### src/rtl/tdc_stim_gen_if.sv
// Control, configuration and TDC-handshake bundle for the start/stop pair generator.
// The master side drives requests, configuration and the TDC result strobe.
interface tdc_stim_gen_if #(
    parameter int DLY_W = 16,
    parameter int PW_W  = 8,
    parameter int CNT_W = 16,
    parameter int GAP_W = 16,
    parameter int TO_W  = 16
);
    logic             go;
    logic             abort;
    logic [DLY_W-1:0] cfg_delay;
    logic [PW_W-1:0]  cfg_pw;
    logic [CNT_W-1:0] cfg_count;
    logic [GAP_W-1:0] cfg_gap;
    logic [TO_W-1:0]  cfg_timeout;
    logic             tdc_valid;
    logic             start;
    logic             stop;
    logic             busy;
    logic             done;
    logic [CNT_W-1:0] pair_idx;
    logic [CNT_W-1:0] timeout_cnt;

    modport master (
        output go, abort, cfg_delay, cfg_pw, cfg_count, cfg_gap, cfg_timeout, tdc_valid,
        input  start, stop, busy, done, pair_idx, timeout_cnt
    );

    modport slave (
        input  go, abort, cfg_delay, cfg_pw, cfg_count, cfg_gap, cfg_timeout, tdc_valid,
        output start, stop, busy, done, pair_idx, timeout_cnt
    );
endinterface

### src/rtl/tdc_stim_gen.sv
// Start/stop edge-pair generator for ring-oscillator TDC calibration: emits bursts of
// start/stop pulse pairs D clk cycles apart and waits for each TDC result (or timeout).
module tdc_stim_gen #(
    parameter int DLY_W = 16,
    parameter int PW_W  = 8,
    parameter int CNT_W = 16,
    parameter int GAP_W = 16,
    parameter int TO_W  = 16
) (
    input logic           clk,
    input logic           rst,
    tdc_stim_gen_if.slave bus
);
    // Wide enough that D+PW never wraps at maximum configuration values.
    localparam int SUM_W = ((DLY_W > PW_W) ? DLY_W : PW_W) + 1;

    typedef enum logic [2:0] {
        S_IDLE,
        S_PULSE,
        S_WAIT,
        S_GAP,
        S_DONE
    } state_t;

    state_t           state;
    logic [SUM_W-1:0] t;
    logic [TO_W-1:0]  w;
    logic [GAP_W-1:0] g;

    logic [DLY_W-1:0] d_lat;
    logic [PW_W-1:0]  pw_lat;
    logic [CNT_W-1:0] n_lat;
    logic [GAP_W-1:0] g_lat;
    logic [TO_W-1:0]  to_lat;

    logic             start_r;
    logic             stop_r;
    logic             busy_r;
    logic             done_r;
    logic [CNT_W-1:0] pair_idx_r;
    logic [CNT_W-1:0] timeout_cnt_r;

    logic [SUM_W-1:0] end_t;
    logic [SUM_W-1:0] nt;

    function automatic logic [CNT_W-1:0] sat_inc(input logic [CNT_W-1:0] v);
        return (&v) ? v : v + CNT_W'(1);
    endfunction

    function automatic logic in_window(input logic [SUM_W-1:0] x,
                                       input logic [SUM_W-1:0] lo,
                                       input logic [SUM_W-1:0] len);
        return (x >= lo) && (x < lo + len);
    endfunction

    assign end_t = SUM_W'(d_lat) + SUM_W'(pw_lat) - SUM_W'(1);
    assign nt    = t + SUM_W'(1);

    always_ff @(posedge clk or posedge rst) begin
        if (rst) begin
            state         <= S_IDLE;
            t             <= '0;
            w             <= '0;
            g             <= '0;
            d_lat         <= '0;
            pw_lat        <= '0;
            n_lat         <= '0;
            g_lat         <= '0;
            to_lat        <= '0;
            start_r       <= 1'b0;
            stop_r        <= 1'b0;
            busy_r        <= 1'b0;
            done_r        <= 1'b0;
            pair_idx_r    <= '0;
            timeout_cnt_r <= '0;
        end else begin
            done_r <= 1'b0;
            if (state == S_IDLE) begin
                // abort in the same cycle as go suppresses the launch
                if (bus.go && !bus.abort) begin
                    d_lat         <= bus.cfg_delay;
                    pw_lat        <= (bus.cfg_pw == '0) ? PW_W'(1) : bus.cfg_pw;
                    n_lat         <= (bus.cfg_count == '0) ? CNT_W'(1) : bus.cfg_count;
                    g_lat         <= bus.cfg_gap;
                    to_lat        <= bus.cfg_timeout;
                    pair_idx_r    <= '0;
                    timeout_cnt_r <= '0;
                    t             <= '0;
                    start_r       <= 1'b1;
                    stop_r        <= (bus.cfg_delay == '0);
                    busy_r        <= 1'b1;
                    state         <= S_PULSE;
                end
            end else if (state == S_DONE) begin
                busy_r <= 1'b0;
                state  <= S_IDLE;
            end else if (bus.abort) begin
                start_r <= 1'b0;
                stop_r  <= 1'b0;
                done_r  <= 1'b1;
                state   <= S_DONE;
            end else begin
                case (state)
                    S_PULSE: begin
                        // outputs are computed from the next t so they are register outputs
                        if (t == end_t) begin
                            start_r <= 1'b0;
                            stop_r  <= 1'b0;
                            w       <= '0;
                            state   <= S_WAIT;
                        end else begin
                            t       <= nt;
                            start_r <= in_window(nt, '0, SUM_W'(pw_lat));
                            stop_r  <= in_window(nt, SUM_W'(d_lat), SUM_W'(pw_lat));
                        end
                    end
                    S_WAIT: begin
                        if (bus.tdc_valid) begin
                            g     <= '0;
                            state <= S_GAP;
                        end else if ((to_lat != '0) && (w == to_lat - TO_W'(1))) begin
                            timeout_cnt_r <= sat_inc(timeout_cnt_r);
                            g             <= '0;
                            state         <= S_GAP;
                        end else begin
                            w <= w + TO_W'(1);
                        end
                    end
                    S_GAP: begin
                        // G=0 still spends this one decision cycle in GAP
                        if ((g_lat == '0) || (g == g_lat - GAP_W'(1))) begin
                            if (pair_idx_r == n_lat - CNT_W'(1)) begin
                                done_r <= 1'b1;
                                state  <= S_DONE;
                            end else begin
                                pair_idx_r <= pair_idx_r + CNT_W'(1);
                                t          <= '0;
                                start_r    <= 1'b1;
                                stop_r     <= (d_lat == '0);
                                state      <= S_PULSE;
                            end
                        end else begin
                            g <= g + GAP_W'(1);
                        end
                    end
                    default: state <= S_IDLE;
                endcase
            end
        end
    end

    assign bus.start       = start_r;
    assign bus.stop        = stop_r;
    assign bus.busy        = busy_r;
    assign bus.done        = done_r;
    assign bus.pair_idx    = pair_idx_r;
    assign bus.timeout_cnt = timeout_cnt_r;
endmodule
### src/flat_wrapper.sv
// flat-port wrapper written by rule: the top's interface ports become plain ports
module tdc_stim_gen_flat 
#(
    parameter int DLY_W = 16,
    parameter int PW_W  = 8,
    parameter int CNT_W = 16,
    parameter int GAP_W = 16,
    parameter int TO_W  = 16
)
  (clk, rst, bus_go, bus_abort, bus_cfg_delay, bus_cfg_pw, bus_cfg_count, bus_cfg_gap, bus_cfg_timeout, bus_tdc_valid, bus_start, bus_stop, bus_busy, bus_done, bus_pair_idx, bus_timeout_cnt);
  tdc_stim_gen_if #(.DLY_W(DLY_W), .PW_W(PW_W), .CNT_W(CNT_W), .GAP_W(GAP_W), .TO_W(TO_W)) bus_i ();
  input logic clk;
  input logic rst;
  input wire logic [$bits(bus_i.go)-1:0] bus_go;
  input wire logic [$bits(bus_i.abort)-1:0] bus_abort;
  input wire logic [$bits(bus_i.cfg_delay)-1:0] bus_cfg_delay;
  input wire logic [$bits(bus_i.cfg_pw)-1:0] bus_cfg_pw;
  input wire logic [$bits(bus_i.cfg_count)-1:0] bus_cfg_count;
  input wire logic [$bits(bus_i.cfg_gap)-1:0] bus_cfg_gap;
  input wire logic [$bits(bus_i.cfg_timeout)-1:0] bus_cfg_timeout;
  input wire logic [$bits(bus_i.tdc_valid)-1:0] bus_tdc_valid;
  output wire logic [$bits(bus_i.start)-1:0] bus_start;
  output wire logic [$bits(bus_i.stop)-1:0] bus_stop;
  output wire logic [$bits(bus_i.busy)-1:0] bus_busy;
  output wire logic [$bits(bus_i.done)-1:0] bus_done;
  output wire logic [$bits(bus_i.pair_idx)-1:0] bus_pair_idx;
  output wire logic [$bits(bus_i.timeout_cnt)-1:0] bus_timeout_cnt;
  assign bus_i.go = bus_go;
  assign bus_i.abort = bus_abort;
  assign bus_i.cfg_delay = bus_cfg_delay;
  assign bus_i.cfg_pw = bus_cfg_pw;
  assign bus_i.cfg_count = bus_cfg_count;
  assign bus_i.cfg_gap = bus_cfg_gap;
  assign bus_i.cfg_timeout = bus_cfg_timeout;
  assign bus_i.tdc_valid = bus_tdc_valid;
  assign bus_start = bus_i.start;
  assign bus_stop = bus_i.stop;
  assign bus_busy = bus_i.busy;
  assign bus_done = bus_i.done;
  assign bus_pair_idx = bus_i.pair_idx;
  assign bus_timeout_cnt = bus_i.timeout_cnt;
  tdc_stim_gen #(.DLY_W(DLY_W), .PW_W(PW_W), .CNT_W(CNT_W), .GAP_W(GAP_W), .TO_W(TO_W)) u_core (.clk(clk), .rst(rst), .bus(bus_i));
endmodule
### config.mk
export PLATFORM = sky130hd
export DESIGN_NAME = tdc_stim_gen_flat
export DESIGN_NICKNAME = d
export VERILOG_FILES = /design/src/rtl/tdc_stim_gen_if.sv /design/src/rtl/tdc_stim_gen.sv /design/src/flat_wrapper.sv
export SDC_FILE = /design/constraint.sdc
export NUM_CORES = 1
export LEC_CHECK = 0
export ABC_AREA = 1
export CELL_PAD_IN_SITES_DETAIL_PLACEMENT = 1
export CELL_PAD_IN_SITES_GLOBAL_PLACEMENT = 2
export CORE_ASPECT_RATIO = 0.9
export CORE_MARGIN = 4
export CORE_UTILIZATION = 30
export DETAILED_ROUTE_END_ITERATION = 6
export PLACE_DENSITY = 0.83
export SLEW_MARGIN = 20
export SYNTH_ARGS = -nofsm -noshare
export SYNTH_HDL_FRONTEND = slang
export SYNTH_SLANG_ARGS = --single-unit
### constraint.sdc
create_clock -name clk -period 4.5 [get_ports clk]
set_clock_uncertainty 0.05 [all_clocks]
set_input_delay 0.45 -clock clk [delete_from_list [all_inputs] [get_ports clk]]
set_output_delay 0.45 -clock clk [all_outputs]
set_load 0.005 [all_outputs]
---- Yosys cells after proc, flatten, opt, wreduce, memory -nomap -nowiden ----
Cells that the tools add are included.
Widths: inputs -> output; s select.
word-level totals
  register bits after elaboration ......... 160
  bits in latches ......................... 0
  RAM bits ................................ 0
  bits in read-only memories .............. 0
  input bits .............................. 77
  output and inout port bits .............. 36
  logic and storage cells ................. 157
  memories ................................ 0
operators by class
  add/subtract/negate cells ............... 10
  $mul .................................... 0
  divide/modulo/power cells ............... 0
  order comparisons ....................... 4
  eq/ne operators ......................... 27
  shifts and indexed selects .............. 0
  multiplexer cells ....................... 66
  bitwise gates (word level) .............. 3
  reductions and logical operators ........ 32
operators with widths
  kind                   count
  $mux 16                21
  $mux 17                7
  $add 16x1->16 const B  4
  $logic_not 16->1       4
  $pmux 16 s2            2
  $eq 16x16->1           3
  $sub 16x1->16 const B  3
  $pmux 17 s2            1
  $mux 3                 9
  $mux 1                 22
  $reduce_and 7->1       3
  $add 16x8->17          1
  $add 17x1->17 const B  1
  $eq 17x17->1           1
  $ge 17x1->1 const B    1
  $ge 17x16->1           1
  $lt 17x17->1           1
  $lt 17x8->1            1
  $sub 17x1->17 const B  1
  $reduce_and 16->1      1
  $reduce_bool 16->1     1
  $reduce_bool 2->1      7
  $ne 2x1->1 const B     6
  $reduce_and 6->1       2
  other kinds (24)       38

---- Logic depth before layout (Yosys ltp) ----
  depth in word-level cells ............... 9
  mapped depth ............................ 25
  gate-level depth less buffers ........... 25

---- Least setup slack after synthesis ----
No wires, ideal clock.
  kind .................................... reg2reg
  from .................................... register u_core.d_lat[0]
  to ...................................... register u_core.w[8]
  library setup time ...................... 0.123 ns
  arrival time ............................ 2.990 ns
  data required time ...................... 4.327 ns
  path slack .............................. 1.337 ns
  stages on the path, launching flop included .. 23
  cells stage by stage .................... dfrtp_1 ha_1 inv_1 fa_1 ha_1 inv_1 nor2_1 nand3_1 nor2_2 nand3_1 nor2_1 nand2_1 nand2_1 nand2_1 nor2_2 nand3_2 nor2_4 nand3_2 nand2_2 nand2_4 buf_6 nand2_1 o21ai_2
between the ends
  longest elaborated chain between the ends .. 5
ends and longest elaborated chain
  item                        line                 source
  from (decl)                 tdc_stim_gen.sv:30   logic [DLY_W-1:0] d_lat;
  from (signal assigned)      tdc_stim_gen.sv:81   d_lat <= bus.cfg_delay;
  $add 16x8->17               tdc_stim_gen.sv:56   assign end_t = SUM_W'(d_lat) + SUM_W'(pw_lat) - SUM_W'(1);
  $sub 17x1->17               tdc_stim_gen.sv:56
  $eq 17x17->1                tdc_stim_gen.sv:106  if (t == end_t) begin
  $ne 2x1->1 (no line)        n/a
  $reduce_and 7->1 (no line)  n/a
  to (signal assigned)        tdc_stim_gen.sv:126  w <= w + TO_W'(1);
  to (decl)                   tdc_stim_gen.sv:27   logic [TO_W-1:0] w;
No other way between the ends.
A chain may end at the register's enable or synchronous reset.

---- Worst setup path in the final report ----
  from .................................... register u_core.d_lat[0]
  to ...................................... register u_core.w[12]
The elaborated chain is that of the path after synthesis.

==> flow_summary_export.csv <==
group,metric,value,unit
placement,dpl.hpwl,33100,um
detailed_routing,first_iter_violations,612,
logic_synthesis,synth_top_area_share,0.311,
floorplan,ios,113,
clock_tree,cts_tree,"done",
detailed_routing,route.detailed.drc,0,
sta,rsz0062_at_grt,"no",
logic_synthesis,postSynthCellCount,1874,
clock_tree,ctsHoldBuffers,0,
clock_tree,cts_buffers,17,
placement,dp_cells,2502,
sta,tns,0,ns
power,p_int,4340,uW
logic_synthesis,avgSynthCellArea,6.87,um2
sta,min_period,3.97,ns
power,vdd_drop_max,0.000284,V
logic_synthesis,synth_area,12900,um2
power,p_comb_frac,0.566,
sta,tightest_slew,0.953,ns
logic_synthesis,yosysWarnings,0,
floorplan,initial_core_util,0.306,
setup_path,max_stage_delay,0.56,ns
floorplan,row_count,71,
sta,slew_viol_final,0,
cells_and_area,fin_area,15200,um2
sta,hold_viol,0,
power,switching_power,4340,uW
logic_synthesis,ys_ff_latch,160,
detailed_routing,avgViaCountPerCell,4.90,
clock_tree,clock_path_buffers,2,
detailed_routing,dr_total_vias,12400,
sta,finalCritPeriodShare,0.883,
outcome,status,"complete, no violations",
sta,finalSetupViolations,0,
cells_and_area,diodes,0,
global_route,grt_overflow,0,
setup_path,cp_cell_sequence,"ha_1 -> inv_1 -> fa_1 -> ha_1 -> inv_1 -> nor2_1 -> nand3_1 -> nor2_2 -> nand3_1 -> nor2_1 -> nand3_1 -> nand2_1 -> nand2_1 -> nand2_1 -> nand3_1 -> nor2_4 -> nand3_2 -> nand2_2 -> nand2_4 -> inv_4 -> nand2_1 -> o21ai_1",
global_route,grt_pass1_wl,69600,um
power,leakagePower,0.00700,uW
detailed_routing,drtPass1Iterations,5,
power,p_per_area,572,nW/um2
floorplan,die_w,226,um
power,netSwitchingFraction,0.500,
placement,io_buffers,112,
logic_synthesis,synth_top_cell_by_area,"dfrtp_1",
floorplan,die_h,205,um
logic_synthesis,ys_async_sr_fraction,1.00,
placement,gp_congestion,0.870,
global_route,antenna_found_initial,1,
setup_path,arrival,4.30,ns
logic_synthesis,synth_edf_count,0,
clock_tree,clkLatencyLatePin,0.45,ns
logic_synthesis,synth_ff_type,"dfrtp_1",
detailed_routing,ant_nets,0,
logic_synthesis,synthDistinctLibCells,52,
global_route,globalRouteTotalUtil,0.185,
power,p_seq_frac,0.262,
cells_and_area,area_delta_synth_final,17.7,%
global_route,grt_max_degree,122,
floorplan,die-area,46300,um2
worst_hold_path,hp-class,"flip-flop to flip-flop",
placement,dpl-instance-area,14600,um2
setup_path,r2r_slack,0.53,ns
setup_path,cp-start-kind,"flip-flop",
cells_and_area,layout-drive-gt1-share,0.0815,
detailed_routing,wl_per_cell,16.5,um
clock_tree,cts_resized,0,
setup_path,slowest_stage,"fa_1",
power,p_clk_frac,0.172,
logic_synthesis,synth_nets,2009,
clock_tree,htreeDepth,4,
setup_path,endpoint_kind,"flip-flop",
cells_and_area,layout.cells.non_filler,2534,
cells_and_area,final_common_cell,"nand2_1",
setup_path,worstPathMaxFanout,22,
cells_and_area,final_cell_mix,"nand2_1, inv_1, dfrtp_1",
detailed_routing,wirelength,41800,um
clock_tree,cts_setup_buffers,0,
floorplan,core,42100,um2
setup_path,cp_data_required_time,4.83,ns
sta,slew_headroom,0.364,
logic_synthesis,netlist_top_cells_area,"dfrtp_1, nand2_1, inv_1, xor2_1, nand3_1",
clock_tree,root_buffer,"clkbuf_16",
cells_and_area,fin_nets,2109,
clock_tree,clk_pin_slew,0.07,ns
cells_and_area,finish.utilization,0.360,
logic_synthesis,ys_seq_area_frac,0.311,
clock_tree,numClockSinks,160,
flow_run,maxCapViolCount,0,
global_route,first_global_vias,13100,
sta,fmax,252,MHz
setup_path,critPathKind,"flip-flop to flip-flop",
per-layer routing:
| layer | vias to the layer above | GRT usage | wire, um |
|---|---|---|---|
| met3 | 32 | 0.0255 | 1030 |
| met2 | 122 | 0.299 | 18900 |
| li1 | 6224 | - | - |
| met4 | 2 | 0.0457 | 677 |
| met1 | 6047 | 0.262 | 21200 |
| met5 | - | 0 | 20 |
layout make-up:
| cell class | instances | area [um2] |
|---|---|---|
| fillers | 5389 | 26900 |
| multi-input cells | 1434 | 7770 |
| flip-flops and latches | 160 | 4000 |
| repair buffers | 123 | 1230 |
| inverters | 238 | 903 |
| well taps | 547 | 684 |
| clock buffers | 23 | 458 |
| clock inverters | 9 | 108 |
worst max-delay path, delay by kind of cell, from the launching register on:
kind	cells	cell delay (ns)
AND/OR/NAND/NOR	15	1.89
adder cells (fa/ha/maj)	3	1.08
flip-flops	1	0.42
buffers and inverters	3	0.36
AO/OA/AOI/OAI	1	0.07
synth_stat cells, drive strengths merged (2+ instances only):
library cell and count:
a21oi 22, o211ai 5, ha 57, o21bai 2, nand4 47, nand2 580, nor3 47, buf 11
clkbuf 31, nand3 164, or2 27, nand3b 8, nor4 29, nor2 170, o21ai 133, a41oi 2
and3 2, xnor2 35, dfrtp 160, xor2 92, inv 238, a21o 2
power by group through the flow:
| stage | Clock [uW] | Sequential, uW | Combinational, uW |
|---|---|---|---|
| CTS | 1540 | 2280 | 4960 |
| global placement | 0 | 2290 | 4770 |
| global route | 1590 | 2350 | 5620 |
| floorplan | 0 | 2160 | 3690 |
| finish | 1490 | 2280 | 4910 |
| detailed placement | 0 | 2300 | 4920 |
through the flow:
| step | total power, uW | setup WS (ns) | hold slack, ns |
|---|---|---|---|
| floorplan | 5850 | 1.34 | 0.413 |
| global placement | 7060 | 0.721 | 0.409 |
| detailed placement | 7220 | 0.557 | 0.416 |
| CTS | 8780 | 0.512 | 0.428 |
| global route | 9560 | 0.0822 | 0.449 |
| finish | 8680 | 0.526 | 0.424 |
path summary, 6_finish.rpt:
| kind | from | to | cells after the start |
|---|---|---|---|
| hold / removal | u_core.bus.busy | u_core.bus.busy | 2 |
| setup / recovery | u_core.d_lat[0] | u_core.w[12] | 22 |
| setup reg to reg | u_core.d_lat[0] | u_core.w[12] | 22 |
| hold reg to reg | u_core.bus.busy | u_core.bus.busy | 2 |
| min in group asynchronous | rst | u_core.g_lat[4] | 2 |
| max in group asynchronous | rst | u_core.d_lat[12] | 3 |
sequential cells by signal, indices dropped and copies added, names as in the netlist, 3 cells and up:
name and cells:
u_core.pw_lat 8, u_core.n_lat 16, u_core.t 17, u_core.bus.timeout_cnt 16
u_core.bus.pair_idx 16, u_core.g_lat 16, u_core.d_lat 16, u_core.g 16
u_core.to_lat 16, u_core.state 3, u_core.w 16
logic make-up (layout without fill, tap and decap cells):
| logic type | count (synthesis) | count (layout) | share of synthesized area |
|---|---|---|---|
| simple gates | 1076 | 1076 | 0.384 |
| buf+inv | 280 | 393 | 0.0861 |
| compound gates | 173 | 173 | 0.0758 |
| flops | 160 | 160 | 0.311 |
| xor+xnor | 127 | 127 | 0.0864 |
| fa+ha+maj | 58 | 58 | 0.0569 |
No activity file was read; power rests on OpenSTA's default activity.
